`config.mk`:
```
export PLATFORM = sky130hd
export DESIGN_NAME = image_window_buffer
export DESIGN_NICKNAME = d
export VERILOG_FILES = /design/src/rtl/image_window_buffer.sv
export SDC_FILE = /design/constraint.sdc
export NUM_CORES = 1
export LEC_CHECK = 0
export CAP_MARGIN = 20
export CORE_MARGIN = 5
export CORE_UTILIZATION = 55
export CTS_CLUSTER_DIAMETER = 50
export CTS_CLUSTER_SIZE = 8
export DETAILED_ROUTE_END_ITERATION = 10
export MAX_ROUTING_LAYER = met4
export PLACE_DENSITY = 0.73
export RECOVER_POWER = 50
export SLEW_MARGIN = 20
export SYNTH_ARGS = -nofsm -noshare
export SYNTH_HDL_FRONTEND = slang
export SYNTH_SLANG_ARGS = --single-unit
export TNS_END_PERCENT = 20
```
`constraint.sdc`:
```
create_clock -name clock -period 3.8 [get_ports clock]
set_input_delay 0.95 -clock clock [delete_from_list [all_inputs] [get_ports clock]]
set_output_delay 0.95 -clock clock [all_outputs]
set_load 0.03 [all_outputs]
```
`src/rtl/image_window_buffer.sv`:
```
// image_window_buffer
//   Raster-order multi-channel pixel stream in, KxK sliding windows out.
//   K-1 circular line buffers (one per stored row) feed a KxK window shift
//   register. Only windows lying fully inside the frame and aligned to STRIDE
//   in both directions are emitted, one clock after the completing pixel.
//
//   Optional build macro: WINDOW_POS_EN
//     defined   -> adds out_row/out_col, the top-left frame coordinate of the
//                  window currently on window_out.
//     undefined -> those ports and their registers do not exist.
//
//   Handshake: a pixel transfers on a clock edge where data_in_valid and
//   data_in_ready are both 1; a window transfers where out_valid and
//   out_ready are both 1. data_in_ready = !out_valid | out_ready, so input
//   stalls exactly while an un-consumed window is held; there is no skid
//   buffer. out_valid never drops without out_ready, and window_out is
//   stable while out_valid & !out_ready.
module image_window_buffer #(
  parameter int DATA_SIZE   = 8,
  parameter int ROW_SIZE    = 28,
  parameter int COL_SIZE    = 28,
  parameter int KERNEL_SIZE = 3,
  parameter int CHANNELS    = 1,
  parameter int STRIDE      = 1
) (
  input  logic                                                     clock,
  input  logic                                                     reset_n,
  input  logic [CHANNELS*DATA_SIZE-1:0]                            pixel_data_in,
  input  logic                                                     data_in_valid,
  output logic                                                     data_in_ready,
  output logic [KERNEL_SIZE*KERNEL_SIZE*CHANNELS*DATA_SIZE-1:0]    window_out,
  output logic                                                     out_valid,
  input  logic                                                     out_ready,
  output logic                                                     frame_done
`ifdef WINDOW_POS_EN
  ,
  output logic [$clog2(COL_SIZE)-1:0]                              out_row,
  output logic [$clog2(ROW_SIZE)-1:0]                              out_col
`endif
);

  localparam int K   = KERNEL_SIZE;
  localparam int PW  = CHANNELS * DATA_SIZE;
  localparam int WW  = K * K * PW;
  localparam int CW  = (ROW_SIZE > 1) ? $clog2(ROW_SIZE) : 1;
  localparam int RW  = (COL_SIZE > 1) ? $clog2(COL_SIZE) : 1;
  localparam int PHW = (STRIDE > 1) ? $clog2(STRIDE) : 1;

  localparam logic [CW-1:0]  COL_LAST = CW'(ROW_SIZE - 1);
  localparam logic [RW-1:0]  ROW_LAST = RW'(COL_SIZE - 1);
  localparam logic [CW-1:0]  COL_WIN0 = CW'(K - 1);
  localparam logic [RW-1:0]  ROW_WIN0 = RW'(K - 1);
  localparam logic [PHW-1:0] PH_LAST  = PHW'(STRIDE - 1);

  // Raster position of the pixel that will be accepted next.
  logic [CW-1:0]  col_cnt;
  logic [RW-1:0]  row_cnt;
  // Distance (mod STRIDE) from the first window-completing column/row.
  // Held at 0 until the counter reaches K-1, so the first full window in
  // each row and in each frame is always aligned.
  logic [PHW-1:0] col_phase;
  logic [PHW-1:0] row_phase;

  logic accept;
  logic col_wrap;
  logic window_hit;

  // Row 0 is the oldest stored row; row K-2 the most recent full row.
  logic [PW-1:0] line_buf [K-1][ROW_SIZE];
  // Incoming column: K-1 stored samples at col_cnt plus the new pixel.
  logic [PW-1:0] new_col  [K];
  // Window shift register, [row][col], col K-1 is the newest column.
  logic [PW-1:0] win_q    [K][K];
  logic [PW-1:0] win_d    [K][K];
  logic [WW-1:0] win_flat;

  assign data_in_ready = !out_valid | out_ready;
  assign accept        = data_in_valid & data_in_ready;
  assign col_wrap      = (col_cnt == COL_LAST);

  // A window completes on an accepted pixel that lies at or beyond (K-1,K-1)
  // and is stride-aligned in both directions.
  assign window_hit = accept
                    && (row_cnt >= ROW_WIN0) && (col_cnt >= COL_WIN0)
                    && (row_phase == '0) && (col_phase == '0);

  // Gather the new right-hand column of the window.
  always_comb begin
    for (int r = 0; r < K; r++) new_col[r] = '0;
    for (int r = 0; r < K - 1; r++) new_col[r] = line_buf[r][col_cnt];
    new_col[K-1] = pixel_data_in;
  end

  // Next window contents: shift left by one column, insert new_col at right.
  always_comb begin
    win_d = win_q;
    for (int r = 0; r < K; r++) begin
      for (int c = 0; c < K - 1; c++) win_d[r][c] = win_q[r][c+1];
      win_d[r][K-1] = new_col[r];
    end
  end

  // Flatten the next window into the output bit layout (r, c, ch).
  always_comb begin
    win_flat = '0;
    for (int r = 0; r < K; r++) begin
      for (int c = 0; c < K; c++) win_flat[(r*K+c)*PW +: PW] = win_d[r][c];
    end
  end

  // Line buffers shift up one row at the shared column address; no reset.
  always_ff @(posedge clock) begin
    if (accept) begin
      for (int i = 0; i < K - 1; i++) line_buf[i][col_cnt] <= new_col[i+1];
    end
  end

  // Window shift register advances on every accepted pixel.
  always_ff @(posedge clock or negedge reset_n) begin
    if (!reset_n) begin
      for (int r = 0; r < K; r++) begin
        for (int c = 0; c < K; c++) win_q[r][c] <= '0;
      end
    end else if (accept) begin
      win_q <= win_d;
    end
  end

  // Column counter and column stride phase.
  always_ff @(posedge clock or negedge reset_n) begin
    if (!reset_n) begin
      col_cnt   <= '0;
      col_phase <= '0;
    end else if (accept) begin
      if (col_wrap) begin
        col_cnt   <= '0;
        col_phase <= '0;
      end else begin
        col_cnt <= col_cnt + CW'(1);
        if (col_cnt < COL_WIN0) col_phase <= '0;
        else if (col_phase == PH_LAST) col_phase <= '0;
        else col_phase <= col_phase + PHW'(1);
      end
    end
  end

  // Row counter and row stride phase, stepped on column wrap.
  always_ff @(posedge clock or negedge reset_n) begin
    if (!reset_n) begin
      row_cnt   <= '0;
      row_phase <= '0;
    end else if (accept && col_wrap) begin
      if (row_cnt == ROW_LAST) begin
        row_cnt   <= '0;
        row_phase <= '0;
      end else begin
        row_cnt <= row_cnt + RW'(1);
        if (row_cnt < ROW_WIN0) row_phase <= '0;
        else if (row_phase == PH_LAST) row_phase <= '0;
        else row_phase <= row_phase + PHW'(1);
      end
    end
  end

  // End-of-frame pulse, one cycle after the last pixel is accepted.
  always_ff @(posedge clock or negedge reset_n) begin
    if (!reset_n) frame_done <= 1'b0;
    else          frame_done <= accept && col_wrap && (row_cnt == ROW_LAST);
  end

  // Output window register: load on completion, release on out_ready.
  always_ff @(posedge clock or negedge reset_n) begin
    if (!reset_n) begin
      out_valid  <= 1'b0;
      window_out <= '0;
    end else if (window_hit) begin
      out_valid  <= 1'b1;
      window_out <= win_flat;
    end else if (out_ready) begin
      out_valid  <= 1'b0;
    end
  end

`ifdef WINDOW_POS_EN
  // Top-left coordinate of the emitted window, loaded with window_out.
  always_ff @(posedge clock or negedge reset_n) begin
    if (!reset_n) begin
      out_row <= '0;
      out_col <= '0;
    end else if (window_hit) begin
      out_row <= row_cnt - ROW_WIN0;
      out_col <= col_cnt - COL_WIN0;
    end
  end
`endif

endmodule

```
======== Yosys cells after proc, flatten, opt, wreduce, memory -nomap -nowiden ========
Memory sizes are Yosys's and may differ from the RTL's.
Cells that the tools add are included.
W data, S select, Z words.
storage, ports and cells
  flip-flop bits (word level) ............. 134
  output and inout bits ................... 75
  memory bits (writable) .................. 448
  bits of input ports ..................... 12
  logic and storage cells ................. 60
  memories ................................ 1
memory list
  memory    words  width  read ports  clocked after Yosys merged registers in  wr ports  RTL line  RTL
  line_buf  2      224    2           0                                        2         69        logic [PW-1:0] line_buf [K-1][ROW_SIZE];
cells by class
  reductions and logical operators ........ 9
  bitwise logic cells ..................... 5
  add/subtract/negate cells ............... 4
  magnitude comparators ................... 6
  eq/ne operators ......................... 2
  muxes and demuxes ....................... 20
operator list
  operator               number
  $mux W224              1
  $bmux W8 S5            2
  $demux W8 S5           1
  $mux W8                5
  $add A5 B1 Y5 const B  2
  $eq A5 B5 Y1 const B   2
  $ge A5 B2 Y1 const B   2
  $lt A5 B2 Y1 const B   2
  $mux W5                2
  $mux W1                9
  $logic_and A1 B1 Y1    7
  $ge A6 B6 Y1 const B   1
  $lt A6 B1 Y1 const B   1
  $not A5 Y6             1
  $add A1 B1 Y1 const B  2
  $not A1 Y1             2
  $reduce_bool A2 Y1     1
  $and A1 B1 Y1          1
  $logic_not A1 Y1       1
  $or A1 B1 Y1           1

======== Depth between registers and ports, before layout ========
  word-level depth ........................ 8
  gate-level depth with buffers ........... 10
  depth with buffers taken out ............ 6

======== Worst setup path before layout ========
Ideal clock, no wire load.
  path kind ............................... input -> register
  start point ............................. in out_ready
  end point ............................... mem line_buf[0][104] in the netlist's numbering, enable pin
  library setup time ...................... 0.388 ns
  stages .................................. 6
  setup slack ............................. 0.606 ns
  arrival ................................. 2.805 ns
  buffers on the path ..................... 2
  data required time ...................... 3.412 ns
  path through ............................ nand2b_1 -> and2_1 -> clkbuf_1 -> clkbuf_1 -> nand2_1 -> nor2_1
RTL lines
  element             RTL line  RTL
  start: declaration  33        input logic out_ready,
  end: declaration    69

======== Final worst setup path ========
  start point ............................. in out_ready
  end point ............................... out data_in_ready
between the ends
  word-level cells in the longest chain between the ends .. 1
RTL lines
  element           RTL line  RTL
  $or A1 B1 Y1      77        assign data_in_ready = !out_valid | out_ready;
  end: declaration  30        output logic data_in_ready,
No other way between the ends.

==> impl_metrics.env <==
export IMPL_cts_made_buffers=82
export IMPL_yosys_top_cells_area="edfxtp_1 60%, dfrtp_1 15%, mux2i_1 7.9%, mux2_2 2.5%, mux4_2 2.2%"
export IMPL_antenna_cells=0
export IMPL_num_nets_final=1520
export IMPL_synth_commonest_cells="448 x edfxtp_1, 178 x mux2i_1, 132 x dfrtp_1, 126 x nand2_1, 55 x o22ai_1"
export IMPL_crit_arrival_ps=2550
export IMPL_dieArea_um2=45200
export IMPL_path_buf_inv=2
export IMPL_rsz0062_at_grt="no"
export IMPL_crit_path_end_kind="output port"
export IMPL_antenna_left=0
export IMPL_cts_tree="done"
export IMPL_core_rowCount=74
export IMPL_insertion_delay_ps=580
export IMPL_drtPass1Iterations=6
export IMPL_wl_met2_mm=26.4
export IMPL_fin_crit_ps=3500
export IMPL_p_per_area_nw_per_um2=861
export IMPL_yosys_warnings=0
export IMPL_whs_path_depth=2
export IMPL_status="complete, but fails checks"
export IMPL_violations="max-capacitance violations, max-slew violations"
export IMPL_syn_to_final_growth_pct=17.5
export IMPL_dp_hpwl_mm=32.5
export IMPL_fillers=2772
export IMPL_vias=12500
export IMPL_worstMarginPinSlew_ps=2040
export IMPL_routabilityCongestion=0.882
export IMPL_hold_viol_final=0
export IMPL_grt_max_degree=79
export IMPL_coreArea_um2=40700
export IMPL_route_met3_wl_mm=4.14
export IMPL_grt_pass1_wl_mm=80.3
export IMPL_cts_resized=0
export IMPL_grt_antenna_before_repair=0
export IMPL_synth_top_area_share_pct=59.5
export IMPL_maxCapViolCount=2
export IMPL_r2r_slack_ps=400
export IMPL_clk_path_buf_depth=3
export IMPL_crit_fanout=5
export IMPL_reg2reg_depth=6
export IMPL_async_flop_share_pct=22.8
export IMPL_cp_depth=3
export IMPL_max_vdd_ir_drop_mv=0.538
export IMPL_synth_area_um2=22600
export IMPL_fmax_mhz=286
export IMPL_ctsHoldBuffers=0
export IMPL_remaining_drc_errors=0
export IMPL_fp_dieH_um=213
export IMPL_setup_violations=0
export IMPL_synth_area_per_cell_um2=17.1
export IMPL_critical_path_slowest_cell="clkdlybuf4s50_1"
export IMPL_drv_slew=108
export IMPL_worstSetupPathType="in2out"
export IMPL_finalCritPeriodShare_pct=92.1
export IMPL_cp_slowest_stage_delay_ps=750
export IMPL_synthDistinctLibCells=57
export IMPL_path_cells="dlygate4sd3_1 > nand2b_1 > clkdlybuf4s50_1"
export IMPL_synth_cells=1319
export IMPL_grt_overflow_total=0
export IMPL_fin_skew_ps=12.5
export IMPL_cellLeakagePower_uw=0.00988
export IMPL_wl_per_cell_um=25.6
export IMPL_die_w_um=213
export IMPL_slew_headroom_pct=-35.8
export IMPL_port_buffers=86
export IMPL_required_ps=2850
export IMPL_fin_setup_tns_ps=0
export IMPL_synth_most_common_cell="edfxtp_1"
export IMPL_io_pins=87
export IMPL_hp_class="reg2reg"
export IMPL_clk_pin_slew_ps=50
export IMPL_numClockSinks=580
export IMPL_cts_max_level=3
export IMPL_synth_top_area_cell="edfxtp_1"
export IMPL_synth_edf_count=448
export IMPL_startpoint_type="input pin"
export IMPL_root_buffer="clkbuf_16"
export IMPL_drt_initial_drc_count=1247
export IMPL_globalRouteTotalUtil_pct=24.6
export IMPL_cts_setup_buffers=0
export IMPL_whs_ps=471
export IMPL_wirelength_mm=53.0
export IMPL_grt_pass1_vias=13000
export IMPL_drt_vias_per_instance=6.03
export IMPL_seq_area_frac_synth_pct=74.1
export IMPL_synth_net_count=1337
export IMPL_start_util_pct=55.5
export IMPL_synth_seq_cells=580
export IMPL_ys_flop_type="edfxtp_1"
export IMPL_top_layer="met4"
export IMPL_drt_met1_wl_mm=21.1
export IMPL_path_delay_family="buffers and inverters"
export IMPL_drive_above_1_share_pct=15.6
-- worst paths after layout --
kind | to | startpoint
min in group asynchronous | row_cnt[3] | reset_n
worst min register to register | win_d[66] | win_d[66]
worst min-delay path | win_d[66] | win_d[66]
worst max register to register | window_out[44] | col_cnt[0]
worst max-delay path | data_in_ready | out_ready
max in group asynchronous | col_cnt[1] | reset_n
-- cells in the final DEF (no fill, tap or decap), types with 22 or more instances in the layout --
cell	n
mux2_1	38
clkbuf_1	52
dlygate4sd3_1	23
dfrtp_1	131
a22oi_1	26
edfxtp_1	448
mux2_2	50
clkdlybuf4s50_1	60
nor2_1	37
mux4_2	22
nand2_1	126
buf_4	50
mux2i_1	178
nand3_1	30
clkbuf_16	84
o22ai_1	55
-- area by class of cell --
cell class | instances | area, um2 | area share, %
clock buffers | 114 | 2210 | 8.34
repair buffers | 170 | 1450 | 5.48
clock inverters | 3 | 55.1 | 0.207
multi-input cells | 663 | 5380 | 20.3
flip-flops and latches | 580 | 16800 | 63.1
well taps | 532 | 666 | 2.51
inverters | 5 | 18.8 | 0.0707
-- power by group --
| part | switching [uW] | total, uW | leakage, uW | internal, uW |
|---|---|---|---|---|
| combinational | 4640 | 7150 | 0.00304 | 2510 |
| clock | 2440 | 6480 | 0.00110 | 4040 |
| sequential | 465 | 9230 | 0.00574 | 8770 |
| total | 7550 | 22900 | 0.00988 | 15300 |
-- flip-flops by register name, summed over array words and instances, names as in the netlist --
name and flops:
frame_done 1, row_cnt 5, line_buf 448, win_d 48
out_valid 1, window_out 72, col_cnt 5
-- worst reg2reg max path, stage by stage (launching register included) --
cell	delay [ps]
dfrtp_1	870
buf_4	370
mux4_2	570
nor2b_1	190
a31oi_2	180
nand3_2	580
mux2_4	520
-- routing by layer --
layer,vias to the layer above,global-route usage (%)
met1,6407,33.2
met4,0,7.13
met2,528,39.3
li1,5442,-
met5,-,-
met3,94,4.57
-- per-stage QoR --
step	total power [uW]	util, %	setup WS [ps]	std cells	area, um2
after floorplan	13500	-	606	1319	22600
after global placement	16300	59.9	389	1950	24400
after detailed placement	16500	59.9	372	1950	24400
after CTS	23000	65.5	372	2067	26700
after global routing	23800	65.2	196	2067	26600
final	22900	65.2	302	2067	26600
-- logic make-up (layout without fill, tap and decap cells) --
logic type      after synthesis  after routing  share of synthesized area, %
compound gates              105            105                          3.12
xor+xnor                      1              1                        0.0388
simple gates                260            260                          5.70
flops                       580            580                          74.1
buf+inv                      76            292                          1.98
mux                         291            291                          14.7
fa+ha+maj                     6              6                         0.332
(Power assumes the default switching activity.)
